## config.mk

```make
export PLATFORM = sky130hd
export DESIGN_NAME = button_pulse_array
export DESIGN_NICKNAME = d
export VERILOG_FILES = /design/src/rtl/button_pulse_array_pkg.sv /design/src/rtl/button_pulse_array_channel.sv /design/src/rtl/button_pulse_array.sv
export SDC_FILE = /design/constraint.sdc
export NUM_CORES = 1
export LEC_CHECK = 0
export ABC_AREA = 1
export CORE_MARGIN = 1
export CORE_UTILIZATION = 36
export DETAILED_ROUTE_END_ITERATION = 10
export MAX_ROUTING_LAYER = met4
export PLACE_DENSITY = 0.55
export SLEW_MARGIN = 15
export SYNTH_ARGS = -nofsm -noshare
export SYNTH_HDL_FRONTEND = slang
export SYNTH_SLANG_ARGS = --single-unit
```

## constraint.sdc

```tcl
create_clock -name clock -period 2 [get_ports clock]
set_input_delay 0.6 -clock clock [delete_from_list [all_inputs] [get_ports clock]]
set_output_delay 0.6 -clock clock [all_outputs]
set_load 0.005 [all_outputs]
```

## src/rtl/button_pulse_array_pkg.sv

```systemverilog
// Shared definitions for the pushbutton front end: channel FSM encoding and
// the elaboration-time counter width check.
package button_pkg;

    typedef logic [1:0] btn_state_t;

    localparam btn_state_t BTN_IDLE   = 2'd0;
    localparam btn_state_t BTN_HELD   = 2'd1;
    localparam btn_state_t BTN_REPEAT = 2'd2;

    // True when a cnt_w-bit unsigned counter can represent every cycle count
    // the channel needs to reach.
    function automatic bit cnt_w_fits(input int cnt_w, input int db_cycles,
                                      input int hold_cycles, input int repeat_cycles);
        longint max_v;
        max_v = longint'(db_cycles);
        if (longint'(hold_cycles) > max_v) max_v = longint'(hold_cycles);
        if (longint'(repeat_cycles) > max_v) max_v = longint'(repeat_cycles);
        if (cnt_w < 1) return 1'b0;
        if (cnt_w >= 32) return 1'b1;
        return max_v < (longint'(1) << cnt_w);
    endfunction

endpackage

```

## src/rtl/button_pulse_array_channel.sv

```systemverilog
// One pushbutton channel: two-flop synchroniser, counting debouncer and the
// press / hold / auto-repeat state machine with registered single-cycle pulses.
module button_channel
    import button_pkg::*;
#(
    parameter int DB_CYCLES     = 4,
    parameter int HOLD_CYCLES   = 1000,
    parameter int REPEAT_CYCLES = 200,
    parameter int CNT_W         = 16
) (
    input  logic clock,
    input  logic rst,
    input  logic btn_raw,
    input  logic repeat_en,
    output logic level,
    output logic pulse_press,
    output logic pulse_release,
    output logic pulse_repeat
);

    if (!cnt_w_fits(CNT_W, DB_CYCLES, HOLD_CYCLES, REPEAT_CYCLES)) begin : g_bad_cnt_w
        $error("button_channel: CNT_W=%0d cannot hold the configured cycle counts", CNT_W);
    end
    if (DB_CYCLES < 1 || HOLD_CYCLES < 2 || REPEAT_CYCLES < 2) begin : g_bad_cycles
        $error("button_channel: DB_CYCLES must be >=1, HOLD/REPEAT_CYCLES >=2");
    end

    localparam logic [CNT_W-1:0] DB_LAST   = CNT_W'(DB_CYCLES - 1);
    localparam logic [CNT_W-1:0] HOLD_LAST = CNT_W'(HOLD_CYCLES - 1);
    localparam logic [CNT_W-1:0] REP_LAST  = CNT_W'(REPEAT_CYCLES - 1);

    logic             sync1_q, sync1_d;
    logic             sync2_q, sync2_d;
    logic             level_q, level_d;
    logic [CNT_W-1:0] db_cnt_q, db_cnt_d;
    btn_state_t       state_q, state_d;
    logic [CNT_W-1:0] hold_cnt_q, hold_cnt_d;
    logic [CNT_W-1:0] rep_cnt_q, rep_cnt_d;
    logic             press_q, press_d;
    logic             release_q, release_d;
    logic             repeat_q, repeat_d;
    logic             rise, fall;

    always_comb begin
        sync1_d = btn_raw;
        sync2_d = sync1_q;

        // The accepted toggle and the FSM reaction land on the same edge, so
        // level and its pulse rise together.
        level_d  = level_q;
        db_cnt_d = '0;
        rise     = 1'b0;
        fall     = 1'b0;
        if (sync2_q != level_q) begin
            if (db_cnt_q == DB_LAST) begin
                level_d = ~level_q;
                rise    = sync2_q;
                fall    = ~sync2_q;
            end else begin
                db_cnt_d = db_cnt_q + 1'b1;
            end
        end

        state_d    = state_q;
        hold_cnt_d = hold_cnt_q;
        rep_cnt_d  = rep_cnt_q;
        press_d    = 1'b0;
        release_d  = 1'b0;
        repeat_d   = 1'b0;
        if (fall) begin
            // Release pre-empts any repeat due on the same cycle.
            state_d    = BTN_IDLE;
            hold_cnt_d = '0;
            rep_cnt_d  = '0;
            release_d  = 1'b1;
        end else begin
            case (state_q)
                BTN_IDLE: begin
                    if (rise) begin
                        press_d    = 1'b1;
                        state_d    = BTN_HELD;
                        hold_cnt_d = '0;
                        rep_cnt_d  = '0;
                    end
                end
                BTN_HELD: begin
                    if (hold_cnt_q == HOLD_LAST) begin
                        if (repeat_en) begin
                            repeat_d   = 1'b1;
                            state_d    = BTN_REPEAT;
                            hold_cnt_d = '0;
                            rep_cnt_d  = '0;
                        end
                    end else begin
                        hold_cnt_d = hold_cnt_q + 1'b1;
                    end
                end
                BTN_REPEAT: begin
                    if (rep_cnt_q == REP_LAST) begin
                        rep_cnt_d = '0;
                        repeat_d  = repeat_en;
                    end else begin
                        rep_cnt_d = rep_cnt_q + 1'b1;
                    end
                end
                default: begin
                    state_d    = BTN_IDLE;
                    hold_cnt_d = '0;
                    rep_cnt_d  = '0;
                end
            endcase
        end
    end

    always_ff @(posedge clock) begin
        if (rst) begin
            sync1_q    <= 1'b0;
            sync2_q    <= 1'b0;
            level_q    <= 1'b0;
            db_cnt_q   <= '0;
            state_q    <= BTN_IDLE;
            hold_cnt_q <= '0;
            rep_cnt_q  <= '0;
            press_q    <= 1'b0;
            release_q  <= 1'b0;
            repeat_q   <= 1'b0;
        end else begin
            sync1_q    <= sync1_d;
            sync2_q    <= sync2_d;
            level_q    <= level_d;
            db_cnt_q   <= db_cnt_d;
            state_q    <= state_d;
            hold_cnt_q <= hold_cnt_d;
            rep_cnt_q  <= rep_cnt_d;
            press_q    <= press_d;
            release_q  <= release_d;
            repeat_q   <= repeat_d;
        end
    end

    assign level         = level_q;
    assign pulse_press   = press_q;
    assign pulse_release = release_q;
    assign pulse_repeat  = repeat_q;

endmodule

```

## src/rtl/button_pulse_array.sv

```systemverilog
// N-channel pushbutton front end: an array of independent button_channel
// instances, one per pad input.
module button_pulse_array #(
    parameter int N             = 4,
    parameter int DB_CYCLES     = 4,
    parameter int HOLD_CYCLES   = 1000,
    parameter int REPEAT_CYCLES = 200,
    parameter int CNT_W         = 16
) (
    input  logic         clock,
    input  logic         rst,
    input  logic [N-1:0] btn_raw,
    input  logic [N-1:0] repeat_en,
    output logic [N-1:0] level,
    output logic [N-1:0] pulse_press,
    output logic [N-1:0] pulse_release,
    output logic [N-1:0] pulse_repeat
);

    for (genvar i = 0; i < N; i++) begin : g_ch
        button_channel #(
            .DB_CYCLES    (DB_CYCLES),
            .HOLD_CYCLES  (HOLD_CYCLES),
            .REPEAT_CYCLES(REPEAT_CYCLES),
            .CNT_W        (CNT_W)
        ) u_ch (
            .clock        (clock),
            .rst          (rst),
            .btn_raw      (btn_raw[i]),
            .repeat_en    (repeat_en[i]),
            .level        (level[i]),
            .pulse_press  (pulse_press[i]),
            .pulse_release(pulse_release[i]),
            .pulse_repeat (pulse_repeat[i])
        );
    end

endmodule

```

* Word level (Yosys, flattened, before mapping) *
Index checks and enable logic that the tools add are counted.

storage, ports and cells
  register bits after elaboration = 224
  input port bits = 10
  output and inout bits = 16
  word-level logic and storage cells = 228

operators by class
  $add $sub $neg = 12
  eq/ne operators = 40
  multiplexer cells = 84
  bitwise logic cells = 20
  reductions and logical operators = 32

operator list
  operator                                                                  count
  16-bit one-hot mux with 3 select lines                                    8
  16-bit two-way mux                                                        20
  16-bit by 1-bit adder with 16-bit output (second input constant)          12
  16-bit by 10-bit == test with 1-bit output (second input constant)        4
  16-bit by 2-bit == test with 1-bit output (second input constant)         4
  16-bit by 8-bit == test with 1-bit output (second input constant)         4
  1-bit two-way mux                                                         36
  2-bit two-way mux                                                         12
  2-bit one-hot mux with 3 select lines                                     4
  3-bit AND reduction                                                       8
  3-bit OR reduction                                                        8
  1-bit NOT                                                                 20
  2-bit by 1-bit inequality test with 1-bit output (second input constant)  8
  4-bit AND reduction                                                       4
  3-bit inequality test (second input constant)                             4
  2-bit by 1-bit == test with 1-bit output (second input constant)          4
  2-bit == test (second input constant)                                     4
  2-bit logical NOT                                                         4
  2-bit inequality test (second input constant)                             4
  1-bit one-hot mux with 2 select lines                                     4
  2-bit AND reduction                                                       4
  2-bit OR reduction                                                        4
  1-bit inequality test                                                     4

* Depth between registers and ports, before layout *
  depth after elaboration = 5
  mapped depth = 13
  gate-level depth less buffers = 12

* Modules after synthesis *
From an unflattened synthesis, not the netlist that was laid out.

unflattened totals
  cell total of the unflattened synthesis = 2311
  area, all modules = 14290.0 um2

modules (own cells, without submodules)
  module                             instances  cells an instance  area an instance (um2)  sequential area each (um2)
  button_channel (g_ch[0].u_ch ...)  3          577                3565.9                  1121.1
  button_channel (g_ch[3].u_ch)      1          580                3592.2                  1121.1

* Worst setup path before layout *
Ideal clock, no wire load.

  path type = flip-flop to flip-flop
  start = register g_ch[2].u_ch.hold_cnt_q[0]
  end = register g_ch[2].u_ch.rep_cnt_q[9]
  setup time = 120 ps
  arrival = 1548 ps
  required time = 1880 ps
  slack = 332 ps
  cell stages (with the launch flop) = 10
  buffers on the path = 1
  period minus slack after synthesis = 1668 ps
  path through = dfxtp_1 > ha_1 > nand3_1 > nor2_4 > nand2_4 > o21ai_4 > nand2_4 > buf_6 > nand2_1 > a21oi_1

between the ends
  cells in the longest elaborated chain, start to end = 3

RTL lines
  what                                                               RTL line                           source
  start, declared                                                    button_pulse_array_channel.sv:37   logic [CNT_W-1:0] hold_cnt_q, hold_cnt_d;
  start signal, assigned                                             button_pulse_array_channel.sv:133  hold_cnt_q <= hold_cnt_d;
  16-bit by 10-bit == test with 1-bit output                         button_pulse_array_channel.sv:87   if (hold_cnt_q == HOLD_LAST) begin
  2-bit by 1-bit inequality test with 1-bit output (no source line)  n/a
  3-bit AND reduction (no source line)                               n/a
  end signal, assigned                                               button_pulse_array_channel.sv:134  rep_cnt_q <= rep_cnt_d;
  end, declared                                                      button_pulse_array_channel.sv:38   logic [CNT_W-1:0] rep_cnt_q, rep_cnt_d;

Every way passes these cells.
A chain may end at the register's enable or synchronous reset.

* Final worst setup path *
  start = register g_ch[3].u_ch.repeat_q
  end = output port pulse_repeat[3]

RTL lines
  what                    RTL line                           source
  start, declared         button_pulse_array_channel.sv:41   logic repeat_q, repeat_d;
  start signal, assigned  button_pulse_array_channel.sv:137  repeat_q <= repeat_d;
  end, declared           button_pulse_array.sv:17           output logic [N-1:0] pulse_repeat

No word-level cell between the ends.

==> impl_metrics.json <==
{
  "place_worst_setup_slack_ps": -117,
  "synth_edf_count": 0,
  "min_period_ps": 1950,
  "die_area_um2": 40400,
  "num_vias": 14100,
  "die_h_um": 201,
  "fin_area_um2": 16400,
  "worst-setup-path-type": "reg2out",
  "start_util": 0.367,
  "synth.area.top_cells": "dfxtp_1, nand2_1, nor2_1",
  "fillCellCount": 4078,
  "cp_slowest_stage_delay_ps": 500,
  "wl_per_cell_um": 11.8,
  "io_buffer_count": 25,
  "status": "completed",
  "async_reset_ff_frac": 0,
  "power.internal_uw": 9180,
  "drc": 0,
  "maxSlewViolCount": 0,
  "cellPowerDensity_nw_per_um2": 818,
  "syn-num-nets": 2379,
  "nets": 2451,
  "clockPowerShare": 0.389,
  "rsz0062_at_grt": "yes",
  "synth_top_area_cell": "dfxtp_1",
  "hpwl_um": 25100,
  "grt_pass1_vias": 13100,
  "drtIter0Drc": 745,
  "dpl-instance-area_um2": 15400,
  "cts-buffers-inserted": 27,
  "swShare": 0.318,
  "p_comb_frac": 0.260,
  "netSwitchingPower_uw": 4270,
  "path_delay_family": "buffers and inverters",
  "seq_area_frac_synth": 0.315,
  "crit_path_start": "g_ch[3].u_ch.pulse_repeat",
  "end_kind": "output pin",
  "avgSynthCellArea_um2": 6.09,
  "seq_power_share": 0.352,
  "synth_flop_cell": "dfxtp_1",
  "power_leakage_uw": 0.00619,
  "hold_start": "g_ch[2].u_ch.sync1_q",
  "core_um2": 38800,
  "htree_levels": 1,
  "path_cells": "clkdlybuf4s50_1",
  "vdd_drop_max_uv": 632,
  "fmax_ghz": 0.514,
  "die_w_um": 201,
  "rows": 72,
  "grt_usage": 0.179,
  "cp.arrival_ps": 1350,
  "netlist-cell-type-count": 40,
  "slew_headroom": 0.703,
  "ios": 26,
  "overflow": 0,
  "synth_seq_cells": 224,
  "fin_util": 0.424,
  "netlist_area_um2": 14200,
  "period_share": 0.973,
  "crit_buf_inv": 1,
  "r2r-start": "g_ch[2].u_ch.db_cnt_q[0]",
  "antenna_found_initial": 0,
  "cp.required_ps": 1400,
  "synth_top_cell_area_share": 0.315,
  "setup_ws_ps": 54.9,
  "finalSetupViolCount": 0,
  "diodes": 0,
  "root_buffer": "clkbuf_16",
  "final_antenna_net_count": 0,
  "synth_warnings": 0,
  "final_cells": 2943,
  "worst_pin_slew_ps": 444,
  "fin_skew_ps": 8.82,
  "critPathLaunchType": "flop",
  "slowest_stage": "clkdlybuf4s50_1",
  "clock_latency_ps": 540,
  "place.gp.congestion": 0.902,
  "grt_pass1_wl_um": 60800,
  "hold_class": "reg2reg",
  "hold_viol": 0,
  "avgViaCountPerCell": 4.79,
  "cap_violations": 0,
  "cts_tree": "built",
  "postSynthCellCount": 2338,
  "grt_max_degree": 24,
  "finalWirelength_um": 34600,
  "clockBufferDepth": 3,
  "cts.clk_slew.worst_paths_ps": 60,
  "crit_fanout": 1,
  "place_inst": 2889,
  "drtPass1Iterations": 5,
  "cts.sinks": 224,
  "postCtsHoldBufs": 0,
  "layout-drive-gt1-share": 0.106,
  "syn_to_final_growth_pct": 15.5
}
-- timing repair --
| item | 4_1_cts | 5_1_grt |
|---|---|---|
| setup buffers | 1 | 8 |
| gates resized for setup | 11 | 17 |
| pin swaps | 0 | 4 |
| endpoints found under the setup margin | 5 | 87 |
| gates cloned | 0 | 1 |
-- sequential cells by signal, summed over array words and instances (netlist names), 8 cells and up --
signal	count
g_ch.u_ch.hold_cnt_q	64
g_ch.u_ch.state_q	8
g_ch.u_ch.db_cnt_q	64
g_ch.u_ch.rep_cnt_q	64
-- worst paths after layout --
check                           slack, ps                         to  depth (start not counted)
worst max-delay path                   50            pulse_repeat[3]                          1
worst min-delay path                  400       g_ch[2].u_ch.sync2_q                          2
worst max register to register        160  g_ch[2].u_ch.rep_cnt_q[1]                         13
worst min register to register        400       g_ch[2].u_ch.sync2_q                          2
-- routing by layer --
metal | vias up | part of all wire | track usage
li1 | 7529 | - | -
met1 | 6318 | 0.50 | 0.238
met2 | 218 | 0.44 | 0.287
met3 | 43 | 0.039 | 0.0182
met4 | 0 | 0.018 | 0.0480
met5 | - | 0 | -
-- area by class of cell --
type                       count  area, um2  area share
sequential                   224       4500       0.273
multi-input combinational   1766       8320       0.506
clock buffer                  38        777      0.0472
timing repair buffer         109        995      0.0605
inverter                     282       1060      0.0645
tap                          518        648      0.0394
clock inverter                 6        155     0.00943
-- metrics by stage --
step           TNS [ps]  hold slack [ps]  total power, uW
4_1_cts               0              403            13500
6_report              0              403            13500
5_1_grt           -21.0              426            14200
2_1_floorplan         0              388             7120
3_5_place_dp      -1670              398             8170
3_3_place_gp      -1220              395             8160
-- synthesized netlist by cell type, types with 5 or more instances --
library cell	instances
nor2_2	19
nand2_2	24
nand2_4	12
buf_2	19
nand3_1	209
buf_6	8
o21ai_0	24
inv_1	253
nand3_2	6
dfxtp_1	224
nand4_1	50
inv_2	17
nor3b_1	25
buf_4	23
nand2_1	684
clkinv_1	11
or2_2	15
a21oi_2	13
o21bai_1	12
o21ai_1	7
nor2_1	410
ha_1	31
clkbuf_1	17
nor3_1	50
nor2_4	9
nor4_1	5
a21oi_1	131
-- power groups by stage --
stage          clock network (uW)  logic [uW]  registers, uW
2_1_floorplan                   0        2310           4810
3_3_place_gp                    0        3330           4830
3_5_place_dp                    0        3340           4830
4_1_cts                      5430        3360           4730
5_1_grt                      5610        3890           4750
6_report                     5230        3490           4730
-- placed cells by master, fill, tap and decap left out, types with 11 or more instances in the layout --
cell type          n
nor3b_1           25
nor2_2            20
nand3_1          209
nor2_4            12
ha_1              29
nand2_2           25
or2_2             15
clkbuf_16         27
nand2_4           12
nor3_1            50
a21oi_2           13
o21bai_1          12
nor2_1           407
o21ai_0           24
inv_1            253
inv_2             17
clkinv_1          11
nand2_1          683
a21oi_1          131
buf_4             72
clkdlybuf4s50_1   18
dfxtp_1          219
nand4_1           50
-- cell families after synthesis --
kind of cell | synth area share
fa+ha+maj | 0.0272
buf+inv | 0.104
flops | 0.315
compound gates | 0.0811
simple gates | 0.468
xor+xnor | 0.00492
(Power assumes the default switching activity.)
